**config.mk**
```make
export PLATFORM = sky130hd
export DESIGN_NAME = pipe_skid_reg
export DESIGN_NICKNAME = d
export VERILOG_FILES = /design/src/rtl/cpu_pipe_pkg.sv /design/src/rtl/flopenrv.sv /design/src/rtl/pipe_skid_reg.sv
export SDC_FILE = /design/constraint.sdc
export NUM_CORES = 1
export LEC_CHECK = 0
export ABC_AREA = 0
export BUFFER_PORTS_ARGS = -buffer_cell sky130_fd_sc_hd__buf_2
export CORE_UTILIZATION = 53
export CTS_CLUSTER_SIZE = 40
export DETAILED_ROUTE_END_ITERATION = 12
export HOLD_SLACK_MARGIN = 0.05
export MAX_ROUTING_LAYER = met4
export PLACE_DENSITY = 0.88
export SYNTH_ARGS = -nofsm -noshare
export SYNTH_HDL_FRONTEND = slang
export SYNTH_SLANG_ARGS = --single-unit
```
**constraint.sdc**
```tcl
create_clock -name clk -period 3.15 [get_ports clk]
set_clock_uncertainty 0.2 [all_clocks]
set_input_delay 0.1575 -clock clk [delete_from_list [all_inputs] [get_ports clk]]
set_output_delay 0.1575 -clock clk [all_outputs]
set_load 0.05 [all_outputs]
```
**src/rtl/cpu_pipe_pkg.sv**
```systemverilog
// Shared pipeline-stage constants: occupancy states of the skid register.
// The state encoding doubles as the word count seen on the count port.
package cpu_pipe_pkg;

  typedef enum logic [1:0] {
    ST_EMPTY = 2'd0,
    ST_ONE   = 2'd1,
    ST_FULL  = 2'd2
  } skid_state_e;

endpackage

```
**src/rtl/flopenrv.sv**
```systemverilog
// WIDTH-wide register with synchronous reset to a reset value and a load enable.
module flopenrv #(
  parameter int               WIDTH     = 32,
  parameter logic [WIDTH-1:0] RESET_VAL = '0
) (
  input  logic             clk,
  input  logic             rst,
  input  logic             en,
  input  logic [WIDTH-1:0] d,
  output logic [WIDTH-1:0] q
);

  always_ff @(posedge clk) begin
    if (rst)
      q <= RESET_VAL;
    else if (en)
      q <= d;
  end

endmodule

```
**src/rtl/pipe_skid_reg.sv**
```systemverilog
// Pipeline-stage register with valid/ready handshake and a 2-entry skid buffer,
// plus synchronous flush and occupancy count. BYPASS=1 turns it into wires.
module pipe_skid_reg
  import cpu_pipe_pkg::*;
#(
  parameter int               WIDTH     = 32,
  parameter logic [WIDTH-1:0] RESET_VAL = '0,
  parameter bit               BYPASS    = 1'b0
) (
  input  logic             clk,
  input  logic             rst,
  input  logic             flush,
  input  logic             in_valid,
  output logic             in_ready,
  input  logic [WIDTH-1:0] in_data,
  output logic             out_valid,
  input  logic             out_ready,
  output logic [WIDTH-1:0] out_data,
  output logic [1:0]       count
);

  // Handshake: a word moves on a rising edge where valid & ready are both 1;
  // valid never waits on ready, and a held word is stable until it moves.
  if (BYPASS) begin : g_bypass
    logic unused_bypass;
    assign unused_bypass = ^{clk, rst, flush};
    assign out_valid     = in_valid;
    assign out_data      = in_data;
    assign in_ready      = out_ready;
    assign count         = 2'd0;
  end else begin : g_skid
    skid_state_e      state_q;
    logic             accept;
    logic             consume;
    logic             main_en;
    logic             skid_en;
    logic [WIDTH-1:0] main_d;
    logic [WIDTH-1:0] main_q;
    logic [WIDTH-1:0] skid_q;

    // Handshake flags come only from the state register, so there is no
    // combinational path from the input side to the output side.
    assign in_ready  = (state_q != ST_FULL);
    assign out_valid = (state_q != ST_EMPTY);
    assign count     = state_q;
    assign out_data  = main_q;
    assign accept    = in_valid & in_ready;
    assign consume   = out_valid & out_ready;

    always_comb begin
      main_en = 1'b0;
      skid_en = 1'b0;
      main_d  = in_data;
      if (!flush) begin
        unique case (state_q)
          ST_EMPTY: main_en = accept;
          ST_ONE: begin
            main_en = accept & consume;
            skid_en = accept & ~consume;
          end
          ST_FULL: begin
            main_en = consume;
            main_d  = skid_q;
          end
          default: ;
        endcase
      end
    end

    always_ff @(posedge clk) begin
      if (rst || flush) begin
        state_q <= ST_EMPTY;
      end else begin
        unique case (state_q)
          ST_EMPTY: if (accept) state_q <= ST_ONE;
          ST_ONE: begin
            if (accept && !consume)
              state_q <= ST_FULL;
            else if (!accept && consume)
              state_q <= ST_EMPTY;
          end
          ST_FULL: if (consume) state_q <= ST_ONE;
          default: state_q <= ST_EMPTY;
        endcase
      end
    end

    flopenrv #(.WIDTH(WIDTH), .RESET_VAL(RESET_VAL)) u_main (
      .clk (clk),
      .rst (rst),
      .en  (main_en),
      .d   (main_d),
      .q   (main_q)
    );

    flopenrv #(.WIDTH(WIDTH), .RESET_VAL(RESET_VAL)) u_skid (
      .clk (clk),
      .rst (rst),
      .en  (skid_en),
      .d   (in_data),
      .q   (skid_q)
    );
  end

endmodule

```
* Word level (Yosys, flattened, before mapping)
Cells that the tools add are included.
** Storage, ports and cells
- Input port bits :: 37
- Register bits :: 66
- Logic and storage cells :: 33
- Output and inout bits :: 36
** Cells by class
- Mux-type cells :: 11
- Equality and inequality tests :: 6
- Bitwise operators :: 5
- Reductions and logical operators :: 8
** Operator list (number)
- 32-bit two-way mux :: 2
- 2-bit two-way mux :: 4
- 2-bit != test, second input constant :: 3
- 2-bit one-hot mux with 3 select lines :: 1
- 1-bit AND :: 4
- 1-bit two-way mux :: 3
- 3-bit != test, second input constant :: 1
- 1-bit one-hot mux with 3 select lines :: 1
- 3-bit AND reduction :: 1
- 2-bit by 1-bit == test with 1-bit output, second input constant :: 1
- 2-bit == test, second input constant :: 1
- 1-bit logical AND :: 2
- 1-bit zero test :: 2
- 2-bit zero test :: 1
- 2-bit nonzero test :: 1
- 1-bit logical OR :: 1
- 1-bit NOT :: 1

* Longest topological paths before layout
Gate-level depths: netlist of run 1.
- Depth in word-level cells :: 7
- Mapped depth :: 10
- Depth with buffers taken out :: 7

* Hierarchy
A second synthesis of run 1 with hierarchy kept.
** Second synthesis, totals
- Cells, all modules :: 264
- Area total of the unflattened synthesis :: 2960.3 µm²
** Modules (own cells, without submodules)
- flopenrv :: cells an instance 103, area an instance 1163.6 µm², sequential area each 640.6 µm², instances 2
- pipe_skid_reg :: cells an instance 58, area an instance 633.1 µm², sequential area each 40.0 µm², instances 1

* Worst setup path before layout of run 1
No wires, ideal clock.
- Path kind :: register to register
- From :: register g_skid.state_q[0] (netlist: count[0])
- To :: register g_skid.u_skid.q[10]
- Stages on the path, launching flop included :: 11
- Required time :: 2.880 ns
- Clock period less this slack :: 2.688 ns
- Setup time :: 0.070 ns
- Path slack :: 0.462 ns
- Path buffers :: 4
- Data arrival time :: 2.418 ns
- Cells stage by stage :: dfxtp_1 -> nand2b_1 -> buf_4 -> buf_6 -> and2_1 -> ha_1 -> nor4bb_1 -> clkbuf_1 -> buf_2 -> nand2_1 -> a21oi_1
** On the way
- Elaborated cells on any way between the ends :: 9
- Those cells by class :: 2 x eq/ne; 2 x mux; 4 x bitwise; 1 x reduce/logical
** RTL lines
- from (decl) :: line pipe_skid_reg.sv:32 : skid_state_e state_q;
- from (signal assigned) :: line pipe_skid_reg.sv:72 : state_q <= ST_EMPTY;
- from (signal assigned) :: line pipe_skid_reg.sv:75 : ST_EMPTY: if (accept) state_q <= ST_ONE;
- from (signal assigned) :: line pipe_skid_reg.sv:78 : state_q <= ST_FULL;
- 2-bit != test :: line pipe_skid_reg.sv:43 : assign in_ready = (state_q != ST_FULL);
- named net in_ready :: line pipe_skid_reg.sv:14 : output logic in_ready,
- 1-bit AND :: line pipe_skid_reg.sv:47 : assign accept = in_valid & in_ready;
- 1-bit AND :: line pipe_skid_reg.sv:59 : skid_en = accept & ~consume;
- 1-bit two-way mux :: line pipe_skid_reg.sv:55 : unique case (state_q)
- 1-bit two-way mux :: line pipe_skid_reg.sv:54 : if (!flush) begin
- to (signal assigned) :: line flopenrv.sv:15 : q <= RESET_VAL;
- to (signal assigned) :: line flopenrv.sv:17 : q <= d;
- to (decl) :: line flopenrv.sv:10 : output logic [WIDTH-1:0] q
The timed path passes the listed nets, and every way through them passes these cells.
A chain may end at the register's enable or synchronous reset.

* Worst setup path in the final report of run 1
- From :: register g_skid.state_q[1] (netlist: count[1])
- To :: register g_skid.u_main.q[14]
** On the way
- Longest elaborated chain between the ends :: 5
- Elaborated cells on any way between the ends :: 12
- Those cells by class :: 3 x eq/ne; 4 x mux; 3 x bitwise; 2 x reduce/logical
** RTL lines
- 2-bit != test or 2-bit nonzero test (tied branches) :: line pipe_skid_reg.sv:43, pipe_skid_reg.sv:44
- 1-bit AND, on equally long branches :: line pipe_skid_reg.sv:47, pipe_skid_reg.sv:48
- 1-bit AND :: line pipe_skid_reg.sv:58 : main_en = accept & consume;
- 1-bit one-hot mux with 3 select lines :: line pipe_skid_reg.sv:55
- 1-bit two-way mux :: line pipe_skid_reg.sv:54
- to (signal assigned) :: line flopenrv.sv:15
- to (signal assigned) :: line flopenrv.sv:17
- to (decl) :: line flopenrv.sv:10
Parallel ways exist; a longest one is shown, timed or not.

==> results of run 1 <==
[cells in the final DEF (no fill, tap or decap), types with 2 or more instances in the layout]
cell,instances
a211oi_1,34
a211oi_2,30
a21oi_1,33
and2_1,3
buf_2,72
buf_4,9
clkbuf_8,12
dfxtp_1,66
dlygate4sd3_1,35
ha_1,2
inv_1,2
mux2i_1,32
nand2_1,64
nand2b_1,2
nor2_1,2
[cell families after synthesis]
family                   share of synthesized area, %
multiplexers                                    10.96
flip-flops                                      43.67
AO/OA/AOI/OAI                                   27.25
AND/OR/NAND/NOR                                 11.04
adder cells (fa/ha/maj)                        0.8270
buffers and inverters                           6.245
[metal layers]
layer | vias to the layer above | wire length (um) | track usage (%)
met5 | - | 0 | -
met4 | 0 | 99 | 8.113
met3 | 12 | 430 | 8.588
met2 | 97 | 3879 | 46.99
met1 | 1286 | 3231 | 29.74
li1 | 1316 | - | -
[flip-flops by register name (all words and copies together) (netlist names)]
register / cells
g_skid.u_main.q: 32
count: 2
g_skid.u_skid.q: 32
[stage by stage]
| stage | utilization, % | std cells |
|---|---|---|
| after floorplan | - | 313 |
| after global placement | 61.42 | 434 |
| after detailed placement | 61.42 | 434 |
| after CTS | 71.48 | 484 |
| after global routing | 71.48 | 484 |
| final | 71.48 | 484 |
[report_power, final]
group | internal, mW | switching [mW] | total (mW)
registers | 0.871 | 0.0225 | 0.893
logic | 0.128 | 0.236 | 0.364
clock network | 0.425 | 0.304 | 0.729
total | 1.42 | 0.562 | 1.99
[final cells by class]
cell class / instances / area (um^2) / share of cell area (%)
Multi-Input combinational cell: 213 / 1535 / 39.00
Sequential cell: 66 / 1321 / 33.57
Timing Repair Buffer: 116 / 778.2 / 19.77
Clock buffer: 13 / 168.9 / 4.291
Tap cell: 72 / 90.09 / 2.289
Clock inverter: 2 / 35.03 / 0.8900
Inverter: 2 / 7.507 / 0.1907
[worst max-delay path: stages (launching register included)]
cell	delay, ns
dfxtp_1	0.40
or2_2	0.34
and2_1	0.17
ha_1	0.17
mux2_2	0.52
a21o_4	0.47
a211oi_2	0.25
[worst max path at each step]
stage / start / to / slack [ns] / depth (start not counted)
floorplan: count[0] / g_skid.u_skid.q[10] / 0.46 / 10
global placement: count[1] / g_skid.u_main.q[5] / 0.60 / 6
detailed placement: count[1] / g_skid.u_main.q[6] / 0.56 / 6
CTS: count[1] / g_skid.u_main.q[14] / 0.53 / 6
global route: count[1] / g_skid.u_main.q[13] / 0.40 / 6
finish: count[1] / g_skid.u_main.q[14] / 0.52 / 6
==> results.sh, run 1 <==
export IMPL_async_reset_ff_share_pct=0
export IMPL_core_um2=5507
export IMPL_min_path_cells=2
export IMPL_worstPathMaxFanout=33
export IMPL_rows=27
export IMPL_ys_top_cells_by_count="dfxtp_1, nand2_1, a211oi_1, a21oi_1, mux2i_1"
export IMPL_ys_seq_area_share_pct=43.67
export IMPL_die_area_um2=6015
export IMPL_hold_viol=0
export IMPL_cts_resized=0
export IMPL_initial_core_util_pct=54.94
export IMPL_root_buffer="clkbuf_8"
export IMPL_synth_edf_count=0
export IMPL_critPathLaunchType="register"
export IMPL_grt_pass1_vias=2634
export IMPL_syn_avg_cell_area_um2=9.666
export IMPL_dominantRegCellSynth="dfxtp_1"
export IMPL_postPlaceCellArea_um2=3382
export IMPL_powerDensity_nw_per_um2=504.5
export IMPL_worstSetupPathType="reg -> reg"
export IMPL_detail_route_antenna_nets=0
export IMPL_grt_ovfl_total=0
export IMPL_track_usage_pct=27.17
export IMPL_cts_sinks=66
export IMPL_cts_setup_buffers=0
export IMPL_ys_warn_count=0
export IMPL_peakVddDrop_mv=0.3817
export IMPL_cts_hold_fix_buffers=35
export IMPL_synth_top_area_share_pct=43.67
export IMPL_holdCritStartpoint="rst"
export IMPL_finalPower_mw=1.986
export IMPL_maxSlewViolCount=0
export IMPL_min_path_type="in -> reg"
export IMPL_setup_ws_ns=0.5244
export IMPL_cts_tree="built"
export IMPL_regToRegSetupSlack_ns=0.52
export IMPL_worst_pin_slew_ns=0.8540
export IMPL_dr_total_vias=2711
export IMPL_place_ws_ns=0.5573
export IMPL_synthMostInstantiatedCell="dfxtp_1"
export IMPL_antenna_cells=0
export IMPL_hold_slack_ns=0.2390
export IMPL_endpoint_kind="register"
export IMPL_critPathRequiredTime_ns=3.20
export IMPL_yosys_area_top_type="dfxtp_1"
export IMPL_grt_max_degree=38
export IMPL_arrival_ns=2.68
export IMPL_synth_cell_types=25
export IMPL_syn_nets=352
export IMPL_antenna_found_initial=0
export IMPL_setup_tns_ns=0
export IMPL_power_leakage_nw=1.733
export IMPL_die_w_um=77.56
export IMPL_cts_max_level=3
export IMPL_ys_ff_latch=66
export IMPL_status="completed"
export IMPL_cts_buffer_depth=2
export IMPL_drc=0
export IMPL_synthesis_area_um2=3025
export IMPL_hold_end="g_skid.u_skid.q[9]"
export IMPL_max_cap_violations=0
export IMPL_worst_r2r_endpoint="g_skid.u_main.q[14]"
export IMPL_setup_viol=0
export IMPL_worst_skew_pair_late_latency_ns=0.34
export IMPL_area_growth_pct=30.11
export IMPL_routabilityCongestion=0.7904
export IMPL_cts_made_buffers=9
export IMPL_fp_dieH_um=77.56
export IMPL_r2r_cells=6
export IMPL_timing_final_crit_share_pct=83.35
export IMPL_synthTopCellsByArea="dfxtp_1, a211oi_2, mux2i_1, a211oi_1, nand2_1"
export IMPL_drt_first_pass_iters=5
export IMPL_final_cell_area_um2=3936
export IMPL_grt_pass1_wl_mm=12.34
export IMPL_drt_initial_drc_count=137
export IMPL_fin_nets=447
export IMPL_port_buffers=72
export IMPL_grt_setup_unrepaired="no"
export IMPL_routed_via_density=5.601
export IMPL_ios=73
export IMPL_syn_instance_count=313
export IMPL_wl_mm=7.641
export IMPL_reg2reg_from="count[1]"
export IMPL_post_dp_hpwl_mm=4.689
export IMPL_n_fill_cell=414
export IMPL_max_slew_margin_rel_pct=43.06
export IMPL_period_needed_ns=2.626
export IMPL_drt_wirelength_per_cell_um=15.79
export IMPL_drive_gt1_share_pct=31.80
export IMPL_fmax_mhz=380.9
export IMPL_cts_reportedPaths_clkPinSlew_ns=0.07
Note: power is estimated with default switching activity, not from simulation.
==> run 2, diff against run 1 <==
--- a/config.mk
+++ b/config.mk
@@ -7,12 +7,12 @@
 export LEC_CHECK = 0
 export ABC_AREA = 0
 export BUFFER_PORTS_ARGS = -buffer_cell sky130_fd_sc_hd__buf_2
-export CORE_UTILIZATION = 53
+export CORE_UTILIZATION = 48
 export CTS_CLUSTER_SIZE = 40
 export DETAILED_ROUTE_END_ITERATION = 12
 export HOLD_SLACK_MARGIN = 0.05
 export MAX_ROUTING_LAYER = met4
-export PLACE_DENSITY = 0.88
+export PLACE_DENSITY = 0.85
 export SYNTH_ARGS = -nofsm -noshare
 export SYNTH_HDL_FRONTEND = slang
 export SYNTH_SLANG_ARGS = --single-unit
==> constraint.sdc (replaced) <==
create_clock -name clk -period 2.1 [get_ports clk]
set_clock_uncertainty 0.2 [all_clocks]
set_input_delay 0.105 -clock clk [delete_from_list [all_inputs] [get_ports clk]]
set_output_delay 0.105 -clock clk [all_outputs]
set_load 0.05 [all_outputs]
==> run 2 against run 1 <==
Combinational power increased by 77%. First-iteration DRC count decreased by 22%. Clock power increased by 62%. Critical endpoint is now g_skid.u_main.q[6]. Via count increased by 3.3%. Largest cell class unchanged.
==> results.sh, run 2 (synthesized netlist as in run 1, its figures left out) <==
export IMPL_drt_initial_drc_count=107
export IMPL_period_needed_ns=2.095
export IMPL_core_um2=5991
export IMPL_cts_made_buffers=9
export IMPL_antenna_cells=0
export IMPL_cp_slowest_cell="dfxtp_4"
export IMPL_grt_pass1_vias=2715
export IMPL_ios=73
export IMPL_post_dp_hpwl_mm=4.763
export IMPL_die_area_um2=6624
export IMPL_antenna_found_initial=0
export IMPL_dr_total_vias=2800
export IMPL_grt_pass1_wl_mm=12.61
export IMPL_fmax_mhz=477.4
export IMPL_path_buf_inv=0
export IMPL_rows=28
export IMPL_max_cap_violations=0
export IMPL_routed_via_density=5.589
export IMPL_grt_max_degree=36
export IMPL_timing_final_crit_share_pct=99.76
export IMPL_finalPower_mw=3.168
export IMPL_cts_max_level=3
export IMPL_power_switching_uw=912.5
export IMPL_n_fill_cell=423
export IMPL_fp_dieH_um=81.39
export IMPL_final_util_pct=73.20
export IMPL_path_cells="or2_4 > and2_4 > ha_4 > mux2_4 > a21o_4 > a211oi_1"
export IMPL_cts_sinks=66
export IMPL_worst_skew_pair_late_latency_ns=0.34
export IMPL_port_buffers=72
export IMPL_p_seq_share_pct=42.5
export IMPL_drive_gt1_share_pct=42.96
export IMPL_layout_commonest_cell="buf_2"
export IMPL_max_slew_margin_rel_pct=56.48
export IMPL_cp_slowest_stage_delay_ns=0.36
export IMPL_finalNonFillerCells=501
export IMPL_cts_buffer_depth=2
export IMPL_netSwitchingFraction_pct=28.80
export IMPL_grt_ovfl_total=0
export IMPL_hold_viol=0
export IMPL_root_buffer="clkbuf_8"
export IMPL_critPathRequiredTime_ns=2.14
export IMPL_layout_common_cells="buf_2, nand2_1, dfxtp_1"
export IMPL_die_w_um=81.39
export IMPL_detail_route_antenna_nets=0
export IMPL_initial_core_util_pct=50.50
export IMPL_min_path_type="in -> reg"
export IMPL_p_clk_share_pct=37.1
export IMPL_setup_viol=0
export IMPL_internal_power_mw=2.255
export IMPL_drc=0
export IMPL_routabilityCongestion=0.7807
export IMPL_worstSetupPathType="reg -> reg"
export IMPL_powerDensity_nw_per_um2=722.3
export IMPL_worstPathMaxFanout=8
export IMPL_dp_cells=443
export IMPL_critPathLaunchType="register"
export IMPL_power_frac_comb_pct=20.4
export IMPL_worst_pin_slew_ns=0.6528
export IMPL_status="completed"
export IMPL_cpLargestDelayFamily="compound AO/OA/AOI/OAI gates"
export IMPL_cts_reportedPaths_clkPinSlew_ns=0.07
export IMPL_maxSlewViolCount=0
export IMPL_power_leakage_nw=1.897
export IMPL_grt_setup_unrepaired="yes"
export IMPL_cts_tree="built"
export IMPL_wl_mm=8.555
export IMPL_peakVddDrop_mv=0.5363
export IMPL_arrival_ns=2.13
export IMPL_drt_wirelength_per_cell_um=17.08
export IMPL_area_growth_pct=44.95
export IMPL_fin_nets=460
export IMPL_drt_first_pass_iters=4
export IMPL_endpoint_kind="register"
export IMPL_setup_tns_ns=0
export IMPL_track_usage_pct=26.02
==> run 2: changes by cell type in the layout (fill, tap and decap cells not counted), moves of 4 or more <==
cell	before	now
a211oi_1	34	2
buf_12	0	4
a211oi_4	0	4
buf_6	0	5
a211oi_2	30	58
==> run 2: worst reg2reg max path: stages (launching register included) <==
cell and delay, ns:
dfxtp_4 0.36, or2_4 0.23, and2_4 0.17, ha_4 0.14, mux2_4 0.34, a21o_4 0.29
a211oi_1 0.27
==> run 2: power by group through the flow <==
stage / registers, mW / clock network, mW / logic [mW]
after global routing: 1.35 / 1.26 / 0.681
after CTS: 1.34 / 1.19 / 0.608
final: 1.35 / 1.18 / 0.646
after detailed placement: 1.37 / 0 / 0.547
after floorplan: 1.52 / 0 / 0.256
after global placement: 1.37 / 0 / 0.534
==> run 2: area by class of cell <==
cell class / instances / area [um^2] / share of cell area [%]
clock buffers: 11 / 141.4 / 3.224
clock inverters: 5 / 76.32 / 1.740
inverters: 2 / 7.507 / 0.1712
multi-input cells: 216 / 1798 / 41.00
flip-flops and latches: 66 / 1329 / 30.30
well taps: 75 / 93.84 / 2.140
repair buffers: 126 / 939.7 / 21.43
==> run 2: layer usage <==
metal	wire [um]	GRT usage, %
met1	3629	28.60
met2	4394	45.17
met3	450	7.079
met4	80	8.393
met5	0	-
==> run 2: final timing paths <==
check                                   startpoint  cells after the start                  end  slack (ns)
worst min register to register  g_skid.u_skid.q[1]                      2   g_skid.u_skid.q[1]        0.25
worst max-delay path                      count[0]                      6   g_skid.u_main.q[6]       0.005
worst min-delay path                           rst                      2  g_skid.u_skid.q[14]         0.1
worst max register to register            count[0]                      6   g_skid.u_main.q[6]       0.005
==> run 2: metrics by stage <==
| stage | hold WS (ns) | setup slack [ns] | area [um^2] |
|---|---|---|---|
| floorplan | 0.04096 | -0.1623 | 3269 |
| global placement | 0.1572 | 0.01076 | 3645 |
| detailed placement | 0.1652 | -0.05950 | 3645 |
| CTS | 0.08233 | -0.02245 | 4248 |
| global route | 0.1031 | -0.05976 | 4385 |
| finish | 0.09919 | 0.005145 | 4385 |
==> run 2: what timing repair did <==
item	CTS	global route
gates resized for setup	5	19
hold endpoints to repair	66	0
endpoints found under the setup margin	35	44
pin swaps	0	4
cloned	1	5
setup buffers	0	1
hold buffers	35	0
==> run 3, diff against run 2 <==
--- a/config.mk
+++ b/config.mk
@@ -7,6 +7,7 @@
 export LEC_CHECK = 0
 export ABC_AREA = 0
 export BUFFER_PORTS_ARGS = -buffer_cell sky130_fd_sc_hd__buf_2
+export CORE_MARGIN = 5
 export CORE_UTILIZATION = 48
 export CTS_CLUSTER_SIZE = 40
 export DETAILED_ROUTE_END_ITERATION = 12
==> run 3 against run 2 <==
Clock power fell by 13%. Final area is 1.7% lower. Sequential cell count stayed put. Combinational power decreased by 5.3%. Sequential share of layout area increased by 0.52 points. Maximum frequency is 3.0% higher. Setup slack better by 0.062 ns. Register-to-register slack improved by 0.06 ns. Largest power group unchanged. First-iteration DRC count is 6.5% lower. Highest routed layer unchanged.
==> results.sh, run 3 (synthesized netlist as in run 1, its figures left out) <==
export IMPL_max_slew_margin_rel_pct=71.90
export IMPL_initial_core_util_pct=48.48
export IMPL_antenna_found_initial=0
export IMPL_antenna_cells=0
export IMPL_ios=73
export IMPL_dp_cells=446
export IMPL_track_usage_pct=22.25
export IMPL_drive_gt1_share_pct=42.82
export IMPL_setup_tns_ns=0
export IMPL_wl_met2_mm=4.189
export IMPL_critPathRequiredTime_ns=2.11
export IMPL_grt_setup_unrepaired="no"
export IMPL_max_cap_violations=0
export IMPL_fp_dieH_um=89.39
export IMPL_cts_sinks=66
export IMPL_reg2reg_from="count[0]"
export IMPL_worst_pin_slew_ns=0.4215
export IMPL_hold_viol=0
export IMPL_core_um2=6241
export IMPL_worst_skew_pair_late_latency_ns=0.33
export IMPL_drt_wirelength_per_cell_um=16.57
export IMPL_met3_length_um=418
export IMPL_fmax_mhz=491.8
export IMPL_arrival_ns=2.04
export IMPL_worstPathMaxFanout=20
export IMPL_port_buffers=72
export IMPL_period_needed_ns=2.033
export IMPL_critPathLaunchType="register"
export IMPL_powerDensity_nw_per_um2=692.5
export IMPL_wl_mm=8.319
export IMPL_power_frac_comb_pct=20.5
export IMPL_maxSlewViolCount=0
export IMPL_layout_common_cells="buf_2, nand2_1, dfxtp_1"
export IMPL_drc=0
export IMPL_grt_ovfl_total=0
export IMPL_post_dp_hpwl_mm=5.124
export IMPL_finalNonFillerCells=502
export IMPL_layout_commonest_cell="buf_2"
export IMPL_power_leakage_nw=1.851
export IMPL_critPathLaunch="count[0]"
export IMPL_min_path_type="reg -> reg"
export IMPL_dr_max_layer_used="met4"
export IMPL_postPlaceCellArea_um2=3655
export IMPL_drt_met1_wl_mm=3.613
export IMPL_rows=29
export IMPL_p_seq_share_pct=45.0
export IMPL_r2r_cells=7
export IMPL_cts_tree="built"
export IMPL_final_cell_area_um2=4312
export IMPL_cts_buffer_depth=2
export IMPL_p_clk_share_pct=34.5
export IMPL_grt_pass1_wl_mm=13.36
export IMPL_cts_made_buffers=9
export IMPL_area_growth_pct=42.51
export IMPL_drt_first_pass_iters=4
export IMPL_die_w_um=89.39
export IMPL_routed_via_density=5.442
export IMPL_drt_initial_drc_count=100
export IMPL_dr_total_vias=2732
export IMPL_hold_slack_ns=0.2528
export IMPL_worst_r2r_endpoint="g_skid.u_main.q[26]"
export IMPL_detail_route_antenna_nets=0
export IMPL_fin_nets=459
export IMPL_grt_max_degree=46
export IMPL_internal_power_mw=2.103
export IMPL_cts_max_level=3
export IMPL_worstSetupPathType="reg -> reg"
export IMPL_power_switching_uw=883.0
export IMPL_finalPower_mw=2.986
export IMPL_endpoint_kind="register"
export IMPL_cp_endpoint="g_skid.u_main.q[26]"
export IMPL_timing_final_crit_share_pct=96.83
export IMPL_netSwitchingFraction_pct=29.58
export IMPL_cts_reportedPaths_clkPinSlew_ns=0.07
export IMPL_root_buffer="clkbuf_8"
export IMPL_grt_pass1_vias=2846
export IMPL_routabilityCongestion=0.7646
export IMPL_peakVddDrop_mv=0.4825
export IMPL_regToRegSetupSlack_ns=0.07
export IMPL_die_area_um2=7991
export IMPL_setup_viol=0
export IMPL_status="completed"
## run 3: power by group through the flow
stage | registers [mW] | clock network [mW] | logic (mW)
floorplan | 1.52 | 0 | 0.256
global placement | 1.37 | 0 | 0.534
detailed placement | 1.37 | 0 | 0.548
CTS | 1.34 | 1.04 | 0.606
global route | 1.35 | 1.11 | 0.651
finish | 1.34 | 1.03 | 0.612
## run 3: per-layer routing
layer  global-route usage (%)  vias to the layer above
met2                    37.51                       71
met1                    26.84                     1306
met4                    8.390                        0
li1                         -                     1347
met5                        -                        -
met3                    3.226                        8
## run 3: worst min-delay path by stage
stage                                  start             endpoint  slack [ns]  depth (start not counted)
after global routing      g_skid.u_skid.q[5]   g_skid.u_skid.q[5]        0.27                          2
final                     g_skid.u_skid.q[2]   g_skid.u_skid.q[2]        0.25                          2
after global placement           in_data[29]  g_skid.u_skid.q[29]        0.16                          3
after floorplan                   in_data[0]   g_skid.u_skid.q[0]        0.04                          2
after detailed placement         in_data[13]  g_skid.u_skid.q[13]        0.16                          3
after CTS                 g_skid.u_skid.q[2]   g_skid.u_skid.q[2]        0.26                          2
## run 3: repair_timing
item,CTS,global route
hold endpoints to repair,66,0
setup buffers,0,1
resized for setup,3,7
setup endpoints to repair,24,43
pin swaps,1,1
hold buffers,36,0
gates cloned,1,2
## run 3: worst max-delay path: stages (launching register included)
cell and delay (ns):
dfxtp_4 0.36, or2_4 0.23, and2_4 0.17, ha_4 0.14, mux2_4 0.29, buf_6 0.20, a211oi_2 0.25, a211oi_2 0.07
## run 3: through the flow
step | util (%) | setup WS, ns
2_1_floorplan | - | -0.1623
3_3_place_gp | 58.56 | 0.01567
3_5_place_dp | 58.56 | -0.04049
4_1_cts | 67.78 | 0.02723
5_1_grt | 69.09 | 0.0002554
6_report | 69.09 | 0.06666
## run 3: layout make-up
class / count / area, um^2
flip-flops and latches: 66 / 1329
clock buffers: 15 / 187.7
well taps: 77 / 96.34
fillers: 468 / 1929
inverters: 2 / 7.507
clock inverters: 1 / 5.005
multi-input cells: 214 / 1752
repair buffers: 127 / 934.6
